[config.mk]
export PLATFORM = sky130hd
export DESIGN_NAME = flash_bus_arbiter
export DESIGN_NICKNAME = d
export VERILOG_FILES = /design/src/rtl/flash_arb_pkg.sv /design/src/rtl/flash_arb_timer.sv /design/src/rtl/flash_bus_arbiter.sv
export SDC_FILE = /design/constraint.sdc
export NUM_CORES = 1
export LEC_CHECK = 0
export ABC_CLOCK_PERIOD_IN_PS = 2300
export CORE_MARGIN = 1
export CORE_UTILIZATION = 41
export DETAILED_ROUTE_END_ITERATION = 7
export PLACE_DENSITY = 0.82
export SETUP_SLACK_MARGIN = 0.15
export SYNTH_ARGS = -nofsm -noshare
export SYNTH_HDL_FRONTEND = slang
export SYNTH_SLANG_ARGS = --single-unit
[constraint.sdc]
create_clock -name clk -period 2.3 [get_ports clk]
set_input_delay 0.23 -clock clk [delete_from_list [all_inputs] [get_ports clk]]
set_output_delay 0.23 -clock clk [all_outputs]
set_load 0.01 [all_outputs]
[src/rtl/flash_arb_pkg.sv]
// flash_arb_pkg: shared types and defaults for the flash bus arbiter.
// Holds the FSM states, one-hot grant codes and default bus widths.
package flash_arb_pkg;

  localparam int          DEF_ADDR_W   = 32;
  localparam int          DEF_DATA_W   = 32;
  localparam logic [31:0] DEF_ERR_DATA = 32'hFFFF_FFFF;

  typedef enum logic [1:0] {
    IDLE = 2'd0,
    BUSY = 2'd1,
    ACK  = 2'd2,
    GAP  = 2'd3
  } arb_state_t;

  localparam logic [1:0] GNT_NONE = 2'b00;
  localparam logic [1:0] GNT_M0   = 2'b01;
  localparam logic [1:0] GNT_M1   = 2'b10;

endpackage

[src/rtl/flash_arb_timer.sv]
// flash_arb_timer: 16-bit watchdog counter for a flash transaction.
// expire is high while the count sits at TIMEOUT_CYC-1.
module flash_arb_timer
  import flash_arb_pkg::*;
#(
  parameter int TIMEOUT_CYC = 1023
) (
  input  logic clk,
  input  logic rst,
  input  logic clr,
  input  logic en,
  output logic expire
);

  localparam logic [15:0] LAST = 16'(TIMEOUT_CYC - 1);

  logic [15:0] count;

  // count busy cycles, restarting on every new grant
  always_ff @(posedge clk) begin
    if (rst)      count <= '0;
    else if (clr) count <= '0;
    else if (en)  count <= count + 16'd1;
  end

  assign expire = (count == LAST);

endmodule

[src/rtl/flash_bus_arbiter.sv]
// flash_bus_arbiter: shares one flash slave between CPU (m0) and loader (m1).
// Define ARB_RR_EN for round-robin ties; otherwise m0 has fixed priority.
module flash_bus_arbiter
  import flash_arb_pkg::*;
#(
  parameter int                ADDR_W      = DEF_ADDR_W,
  parameter int                DATA_W      = DEF_DATA_W,
  parameter int                TIMEOUT_CYC = 1023,
  parameter logic [DATA_W-1:0] ERR_DATA    = DATA_W'(DEF_ERR_DATA)
) (
  input  logic              clk,
  input  logic              rst,
  input  logic [ADDR_W-1:0] m0_addr_i,
  input  logic [DATA_W-1:0] m0_data_i,
  output logic [DATA_W-1:0] m0_data_o,
  input  logic              m0_select_i,
  input  logic              m0_we_i,
  output logic              m0_ack_o,
  input  logic [ADDR_W-1:0] m1_addr_i,
  input  logic [DATA_W-1:0] m1_data_i,
  output logic [DATA_W-1:0] m1_data_o,
  input  logic              m1_select_i,
  input  logic              m1_we_i,
  output logic              m1_ack_o,
  output logic [ADDR_W-1:0] s_addr_o,
  output logic [DATA_W-1:0] s_data_o,
  input  logic [DATA_W-1:0] s_data_i,
  output logic              s_select_o,
  output logic              s_we_o,
  input  logic              s_ack_i,
  output logic [1:0]        grant_o,
  output logic              timeout_o
);

  arb_state_t state, state_d;
  logic owner;
  logic req_win;
  logic grant_now;
  logic done_ack;
  logic done_to;
  logic expire;

`ifdef ARB_RR_EN
  logic last_owner;
`endif

  flash_arb_timer #(
    .TIMEOUT_CYC(TIMEOUT_CYC)
  ) u_timer (
    .clk   (clk),
    .rst   (rst),
    .clr   (grant_now),
    .en    (state == BUSY),
    .expire(expire)
  );

  // pick the master that wins an IDLE request (1 = m1)
  always_comb begin
`ifdef ARB_RR_EN
    if (m0_select_i && m1_select_i) req_win = ~last_owner;
    else                            req_win = m1_select_i;
`else
    req_win = m1_select_i && !m0_select_i;
`endif
  end

  // state register
  always_ff @(posedge clk) begin
    if (rst) state <= IDLE;
    else     state <= state_d;
  end

  // next state and transaction strobes; ack beats expiry
  always_comb begin
    state_d   = state;
    grant_now = 1'b0;
    done_ack  = 1'b0;
    done_to   = 1'b0;
    unique case (state)
      IDLE: begin
        if (m0_select_i || m1_select_i) begin
          grant_now = 1'b1;
          state_d   = BUSY;
        end
      end
      BUSY: begin
        if (s_ack_i) begin
          done_ack = 1'b1;
          state_d  = ACK;
        end else if (expire) begin
          done_to = 1'b1;
          state_d = ACK;
        end
      end
      ACK:     state_d = GAP;
      GAP:     state_d = IDLE;
      default: state_d = IDLE;
    endcase
  end

  // registered bus request, routed read data and pulses
  always_ff @(posedge clk) begin
    if (rst) begin
      owner      <= 1'b0;
      grant_o    <= GNT_NONE;
      s_select_o <= 1'b0;
      s_addr_o   <= '0;
      s_data_o   <= '0;
      s_we_o     <= 1'b0;
      m0_data_o  <= '0;
      m1_data_o  <= '0;
      m0_ack_o   <= 1'b0;
      m1_ack_o   <= 1'b0;
      timeout_o  <= 1'b0;
    end else begin
      m0_ack_o  <= 1'b0;
      m1_ack_o  <= 1'b0;
      timeout_o <= 1'b0;
      if (grant_now) begin
        owner      <= req_win;
        grant_o    <= req_win ? GNT_M1 : GNT_M0;
        s_select_o <= 1'b1;
        s_addr_o   <= req_win ? m1_addr_i : m0_addr_i;
        s_data_o   <= req_win ? m1_data_i : m0_data_i;
        s_we_o     <= req_win ? m1_we_i : m0_we_i;
      end
      if (done_ack || done_to) begin
        s_select_o <= 1'b0;
        timeout_o  <= done_to;
        if (owner) m1_data_o <= done_ack ? s_data_i : ERR_DATA;
        else       m0_data_o <= done_ack ? s_data_i : ERR_DATA;
      end
      if (state == ACK) begin
        m0_ack_o <= ~owner;
        m1_ack_o <= owner;
      end
      if (state == GAP) grant_o <= GNT_NONE;
    end
  end

`ifdef ARB_RR_EN
  // remember who was served last so the other side wins the next tie
  always_ff @(posedge clk) begin
    if (rst)               last_owner <= 1'b1;
    else if (state == GAP) last_owner <= owner;
  end
`endif

endmodule
==> reports/qor.yml, run 1 <==
timing:
  min_period_ns: 1.91
  fmax_mhz: 525
  whs_ns: 0.228
  setup_tns_ns: 0
  setup_viol_count_final: 0
  hold_viol: 0
  worst_slew_pin_slew_ns: 0.510
  max_slew_margin: 0.660
  post-route-period-util: 0.829
  slew_viol_final: 0
  rsz0062_at_grt: "false"
  skew_ns: 0.00903
critical_path:
  regToRegEndpoint: "s_addr_o[27]$_SDFFE_PP0P_"
  cp_num_buf_inv: 4
  crit_family: "buffers and inverters"
  reg2reg_from: "state[1]$_SDFFE_PP0P_"
  cp.arrival_ns: 2.21
  start_kind: "flop"
  crit_required_ns: 2.60
  r2r_cells: 8
  slowest_stage: "dfxtp_1"
  critical-path-max-stage-delay_ns: 0.41
  critPathKind: "reg -> reg"
  crit_end: "s_addr_o[27]$_SDFFE_PP0P_"
  endpoint_kind: "flop"
  ff2ff_setup_slack_ns: 0.39
  critPathMaxFanout: 32
  crit_path_start: "state[1]$_SDFFE_PP0P_"
  path_depth: 8
  crit_chain: "inv_1 -> ha_1 -> buf_4 -> nand2_1 -> nor3_2 -> buf_4 -> a222oi_1 -> inv_1"
grt:
  grt_pass1_wl_um: 29600
  antenna_found_initial: 0
  grt_remaining_overflow: 0
  grt_pass1_vias: 5712
  grtUsageTotal: 0.240
  grt_max_degree: 40
floorplan:
  die_w_um: 124
  coreArea_um2: 14500
  die_h_um: 124
  ioPinCount: 302
  start_util: 0.421
  rows: 44
  fp.dieArea_um2: 15400
clock_tree:
  insertion_delay_ns: 0.42
  cts_resized: 0
  cts_tree: "yes"
  cts_buffer_depth: 2
  htreeDepth: 4
  cts_root_buffer: "clkbuf_16"
  clkSinkCount: 154
  cts_buffers: 17
  hold_buffers: 0
  clk_pin_slew_ns: 0.06
  cts_setup_buffers: 0
outcome:
  status: "completed"
final_layout:
  area_delta_synth_final_pct: 61.4
  n_antenna_cell: 0
  layout.nets: 1133
  drive_above_1_share: 0.0936
  final-instance-count-excl-fill: 1156
  utilization: 0.680
synthesis:
  ys_warn_count: 0
  synthArstFlopShare: 0
  synth_most_common_cell: "dfxtp_1"
  syn_area_um2: 6120
  syn_inst: 670
  synth_area_leaders: "dfxtp_1 (50%), inv_1 (6.2%), a211oi_2 (6.1%), a21oi_1 (5.6%), o21ai_0 (5.6%)"
  ys_top_cells_by_count: "dfxtp_1 (154), inv_1 (101), a21oi_1 (69), o21ai_0 (69), nor2_1 (45)"
  synth_edf_count: 0
  yosys_register_bits: 154
  synth_fp_nets: 844
  synth_top_area_frac: 0.503
  seq_area_frac_synth: 0.503
  yosysTopAreaCell: "dfxtp_1"
  avgSynthCellArea_um2: 9.14
  yosysUniqueCellTypes: 44
  ys.flop_type: "dfxtp_1"
routing:
  vias: 5993
  dr.pass1.iters: 5
  totalWireLength_um: 18800
  drc: 0
  post_drt_wl_per_cell_um: 16.2
  drt_iter0_drc: 394
  viasPerCell: 5.18
  antenna_left: 0
placement:
  place_congestion: 0.839
  dp.cells: 1124
  dp_hpwl_um: 13500
  io_buffers: 301
power_and_ir_drop:
  power_density_nw_per_um2: 1000
  power.total_mw: 9.93
  ir_drop_mv: 0.678
  p_leak_nw: 3.78
run:
  max-cap-violations: 0
hold_path:
  holdCritPathClass: "in -> reg"
-- state kept, by name (all words and copies together) (netlist names) --
signal	flops
m0_data_o	32
m1_data_o	32
s_addr_o	32
s_data_o	32
u_timer.count	16
grant_o	2
state	2
m0_ack_o	1
m1_ack_o	1
owner	1
s_select_o	1
s_we_o	1
timeout_o	1
-- metrics by stage --
step           instance area [um2]  worst slack, ns
2_1_floorplan                 6120            0.606
3_3_place_gp                  9280            0.439
3_5_place_dp                  9280            0.372
4_1_cts                       9880            0.402
5_1_grt                       9880            0.232
6_report                      9880            0.394
-- layer usage --
metal | global-route usage | part of all wire
met1 | 0.274 | 0.39
met2 | 0.417 | 0.51
met3 | 0.0647 | 0.072
met4 | 0.104 | 0.027
met5 | 0 | 0
-- power breakdown --
group / switching (mW) / total (mW) / internal (mW)
Sequential: 0.313 / 3.58 / 3.26
Combinational: 1.75 / 3.54 / 1.79
Clock: 1.11 / 2.82 / 1.71
-- how the worst min path moves through the flow --
stage                     slack, ns                       start                         end  cells past startpoint
after floorplan                0.35                 m0_select_i     grant_o[1]$_SDFFE_PP0P_                      1
after global placement         0.43   m1_data_o[8]$_SDFFE_PP0P_   m1_data_o[8]$_SDFFE_PP0P_                      2
after detailed placement       0.43  m1_data_o[15]$_SDFFE_PP0P_  m1_data_o[15]$_SDFFE_PP0P_                      2
after CTS                      0.22                         rst  m0_data_o[26]$_SDFFE_PP0P_                      2
after global routing           0.24                         rst  m0_data_o[26]$_SDFFE_PP0P_                      2
final                          0.23                         rst  m0_data_o[26]$_SDFFE_PP0P_                      2
-- layout by cell type (no fill, tap or decap), drive strengths merged, types with 3 or more instances in the layout --
| cell | n |
|---|---|
| a211oi | 35 |
| a21oi | 69 |
| a222oi | 31 |
| and3 | 3 |
| and4 | 3 |
| buf | 21 |
| clkbuf | 22 |
| clkdlybuf4s50 | 300 |
| clkinv | 6 |
| clkinvlp | 3 |
| dfxtp | 154 |
| ha | 7 |
| inv | 101 |
| nand2 | 11 |
| nand3 | 6 |
| nand4 | 5 |
| nor2 | 46 |
| nor3 | 4 |
| o21ai | 70 |
| o22ai | 34 |
| or3 | 5 |
| xnor2 | 6 |
| xor2 | 5 |
-- cell families after synthesis --
| logic type | count (synthesis) | share of synthesized area |
|---|---|---|
| xor+xnor | 11 | 0.0157 |
| compound gates | 248 | 0.282 |
| flops | 154 | 0.503 |
| buf+inv | 153 | 0.104 |
| simple gates | 95 | 0.0772 |
| mux | 2 | 0.00327 |
| fa+ha+maj | 7 | 0.0143 |
-- worst reg2reg max path, stage by stage (launching register included) --
cell and delay [ns]:
dfxtp_1 0.41, inv_1 0.11, ha_1 0.24, buf_4 0.18, nand2_1 0.11, nor3_2 0.05, buf_4 0.25, a222oi_1 0.36
inv_1 0.08
-- final cells by class --
cell class,count,area [um2]
Inverter,102,383
Timing Repair Buffer,321,3170
Clock buffer,22,484
Fill cell,1146,4650
Multi-Input combinational cell,363,2420
Clock inverter,10,115
Tap cell,184,230
Sequential cell,154,3080
No activity file was read; power rests on OpenSTA's default activity.
==> run 2: changes to the inputs <==
Settings changed: ABC_CLOCK_PERIOD_IN_PS 2300 to 1900.
Clock period 2.3 ns to 1.9 ns, I/O delays scaled along.
==> run 2 against run 1 <==
  * Critical endpoint is now m0_data_o[14]$_SDFFE_PP0P_
  * Wire length up 3.9%
  * Via count up 3.5%
  * Worst hold slack worse by 0.11 ns
  * Die area unchanged
  * Cell count up 0.69%
  * Final area up 2.6%
  * Sequential share of layout area down 0.76 points
  * Sequential power up 21%
  * Register-to-register slack worse by 0.19 ns
  * Fmax up 12%
  * Largest power group is now combinational logic
==> reports/qor.yml, run 2 (synthesis gave the netlist of run 1 again) <==
timing:
  fmax_mhz: 588  # +12%
  slew_viol_final: 0  # unchanged
  setup_ws_ns: 0.200  # -0.194 ns
  worst_slew_pin_slew_ns: 0.591  # +0.0809 ns
  setup_tns_ns: 0  # unchanged
  post-route-period-util: 0.895  # +0.0661
  skew_ns: 0.00701  # -0.00202 ns
  min_period_ns: 1.70  # -0.206 ns
  setup_viol_count_final: 0  # unchanged
  rsz0062_at_grt: "true"
  hold_viol: 0  # unchanged
  max_slew_margin: 0.606  # -0.0539
grt:
  grt_pass1_wl_um: 29900  # +1.2%
  busiest_layer: "met2"
  grt_max_degree: 37  # -7.5%
  grtUsageMet2: 0.416  # -0.00130
  grt.met3_usage: 0.0724  # +0.00776
  grtUsageTotal: 0.245  # +0.00526
  grt_pass1_vias: 5861  # +2.6%
  grt_remaining_overflow: 0  # unchanged
  antenna_found_initial: 0  # unchanged
  grtUsageMet1: 0.272  # -0.00255
power_and_ir_drop:
  intPower_mw: 8.60  # +27%
  sequentialPowerShare: 0.346  # -0.014
  p_sw_frac: 0.313  # -0.00581
  ir_drop_mv: 0.668  # -1.4%
  p_clk_frac: 0.286  # +0.002
  p_leak_nw: 3.90  # +3.2%
  power_density_nw_per_um2: 1230  # +23%
  pwr-share-comb: 0.368  # +0.012
  p_sw_mw: 3.91  # +24%
placement:
  io_buffers: 301  # unchanged
  preCtsSetupSlack_ns: 0.0493  # -0.323 ns
  placedInstanceArea_um2: 9400  # +1.3%
  dp_hpwl_um: 13600  # +0.80%
  place_congestion: 0.838  # -0.12%
clock_tree:
  cts_buffers: 17  # unchanged
  hold_buffers: 0  # unchanged
  cts_root_buffer: "clkbuf_16"
  clk_pin_slew_ns: 0.06  # about the same
  insertion_delay_ns: 0.42  # about the same
  clkSinkCount: 154  # unchanged
  cts_tree: "yes"
  htreeDepth: 4  # unchanged
  cts_buffer_depth: 2  # unchanged
final_layout:
  layout.nets: 1141  # +0.71%
  fin_area_um2: 10100  # +2.6%
  area_delta_synth_final_pct: 65.6
  utilization: 0.698  # +0.0176
  final_cell_mix: "clkdlybuf4s50_1 (300), dfxtp_1 (152), inv_1 (99)"
  final.fill_count: 1081  # -5.7%
  drive_above_1_share: 0.108  # +0.0145
  layout_commonest_cell: "clkdlybuf4s50_1"
  n_antenna_cell: 0  # unchanged
floorplan:
  start_util: 0.421  # unchanged
  fp.dieArea_um2: 15400  # unchanged
  ioPinCount: 302  # unchanged
  coreArea_um2: 14500  # unchanged
  rows: 44  # unchanged
  die_w_um: 124  # unchanged
  die_h_um: 124  # unchanged
outcome:
  status: "completed"
critical_path:
  regToRegEndpoint: "m0_data_o[14]$_SDFFE_PP0P_"
  cp.arrival_ns: 1.97  # -0.24 ns
  crit_required_ns: 2.17  # -0.43 ns
  r2r_cells: 7  # -1
  critPathKind: "reg -> reg"
  reg2reg_from: "u_timer.count[0]$_SDFFE_PP0N_"
  crit_end: "m0_data_o[14]$_SDFFE_PP0P_"
  crit_path_start: "u_timer.count[0]$_SDFFE_PP0N_"
  endpoint_kind: "flop"
  critPathMaxFanout: 16  # -50%
  start_kind: "flop"
  ff2ff_setup_slack_ns: 0.20  # -0.19 ns
hold_path:
  holdCritPathClass: "in -> reg"
  min-delay-start: "rst"
routing:
  dr.pass1.iters: 6  # +1
  viasPerCell: 5.33  # +2.8%
  totalWireLength_um: 19500  # +3.9%
  post_drt_wl_per_cell_um: 16.8  # +3.2%
  vias: 6205  # +3.5%
  antenna_left: 0  # unchanged
  drc: 0  # unchanged
  drt_iter0_drc: 481  # +22%
run:
  max-cap-violations: 0  # unchanged
## run 2: metal layers
layer	up-vias	wire, um
li1	2959	-
met1	2881	7460
met2	310	9720
met3	55	1400
met4	0	923
met5	-	0
## run 2: final cells by class
class | count | area, um2 | area share
sequential | 154 | 3090 | 0.304
clock buffer | 20 | 457 | 0.0450
tap | 184 | 230 | 0.0227
inverter | 102 | 383 | 0.0378
clock inverter | 12 | 171 | 0.0169
timing repair buffer | 329 | 3350 | 0.330
multi-input combinational | 363 | 2470 | 0.243
## run 2: worst max-delay path: stages, from the launching register on
cell	delay (ns)
dfxtp_2	0.35
inv_1	0.05
ha_1	0.19
and4b_1	0.19
and4_4	0.23
o21ai_4	0.24
buf_12	0.22
a211oi_2	0.09
## run 2: worst min-delay path by stage
stage | endpoint | slack, ns | depth (start not counted)
after floorplan | grant_o[1]$_SDFFE_PP0P_ | 0.31 | 1
after global placement | m1_data_o[15]$_SDFFE_PP0P_ | 0.43 | 2
after detailed placement | m1_data_o[10]$_SDFFE_PP0P_ | 0.44 | 2
after CTS | grant_o[0]$_SDFFE_PP0P_ | 0.10 | 2
after global routing | grant_o[0]$_SDFFE_PP0P_ | 0.13 | 2
final | grant_o[0]$_SDFFE_PP0P_ | 0.12 | 2
## run 2: timing repair
action | in CTS | in global routing
gates resized for setup | 5 | 10
gates cloned | 0 | 2
setup endpoints to repair | 9 | 72
setup buffers | 0 | 1
pin swaps | 1 | 2
## run 2: power groups by stage
stage | Combinational (mW) | Sequential (mW) | Clock (mW)
global route | 4.91 | 4.41 | 3.79
detailed placement | 4.38 | 4.37 | 0
floorplan | 1.71 | 4.67 | 0
CTS | 4.45 | 4.32 | 3.63
finish | 4.61 | 4.33 | 3.58
global placement | 4.30 | 4.35 | 0
## run 2: metrics by stage
| step | instances | hold slack, ns | total power, mW |
|---|---|---|---|
| 2_1_floorplan | 670 | 0.306 | 6.38 |
| 3_3_place_gp | 1129 | 0.431 | 8.65 |
| 3_5_place_dp | 1129 | 0.435 | 8.75 |
| 4_1_cts | 1161 | 0.102 | 12.4 |
| 5_1_grt | 1164 | 0.125 | 13.1 |
| 6_report | 1164 | 0.116 | 12.5 |
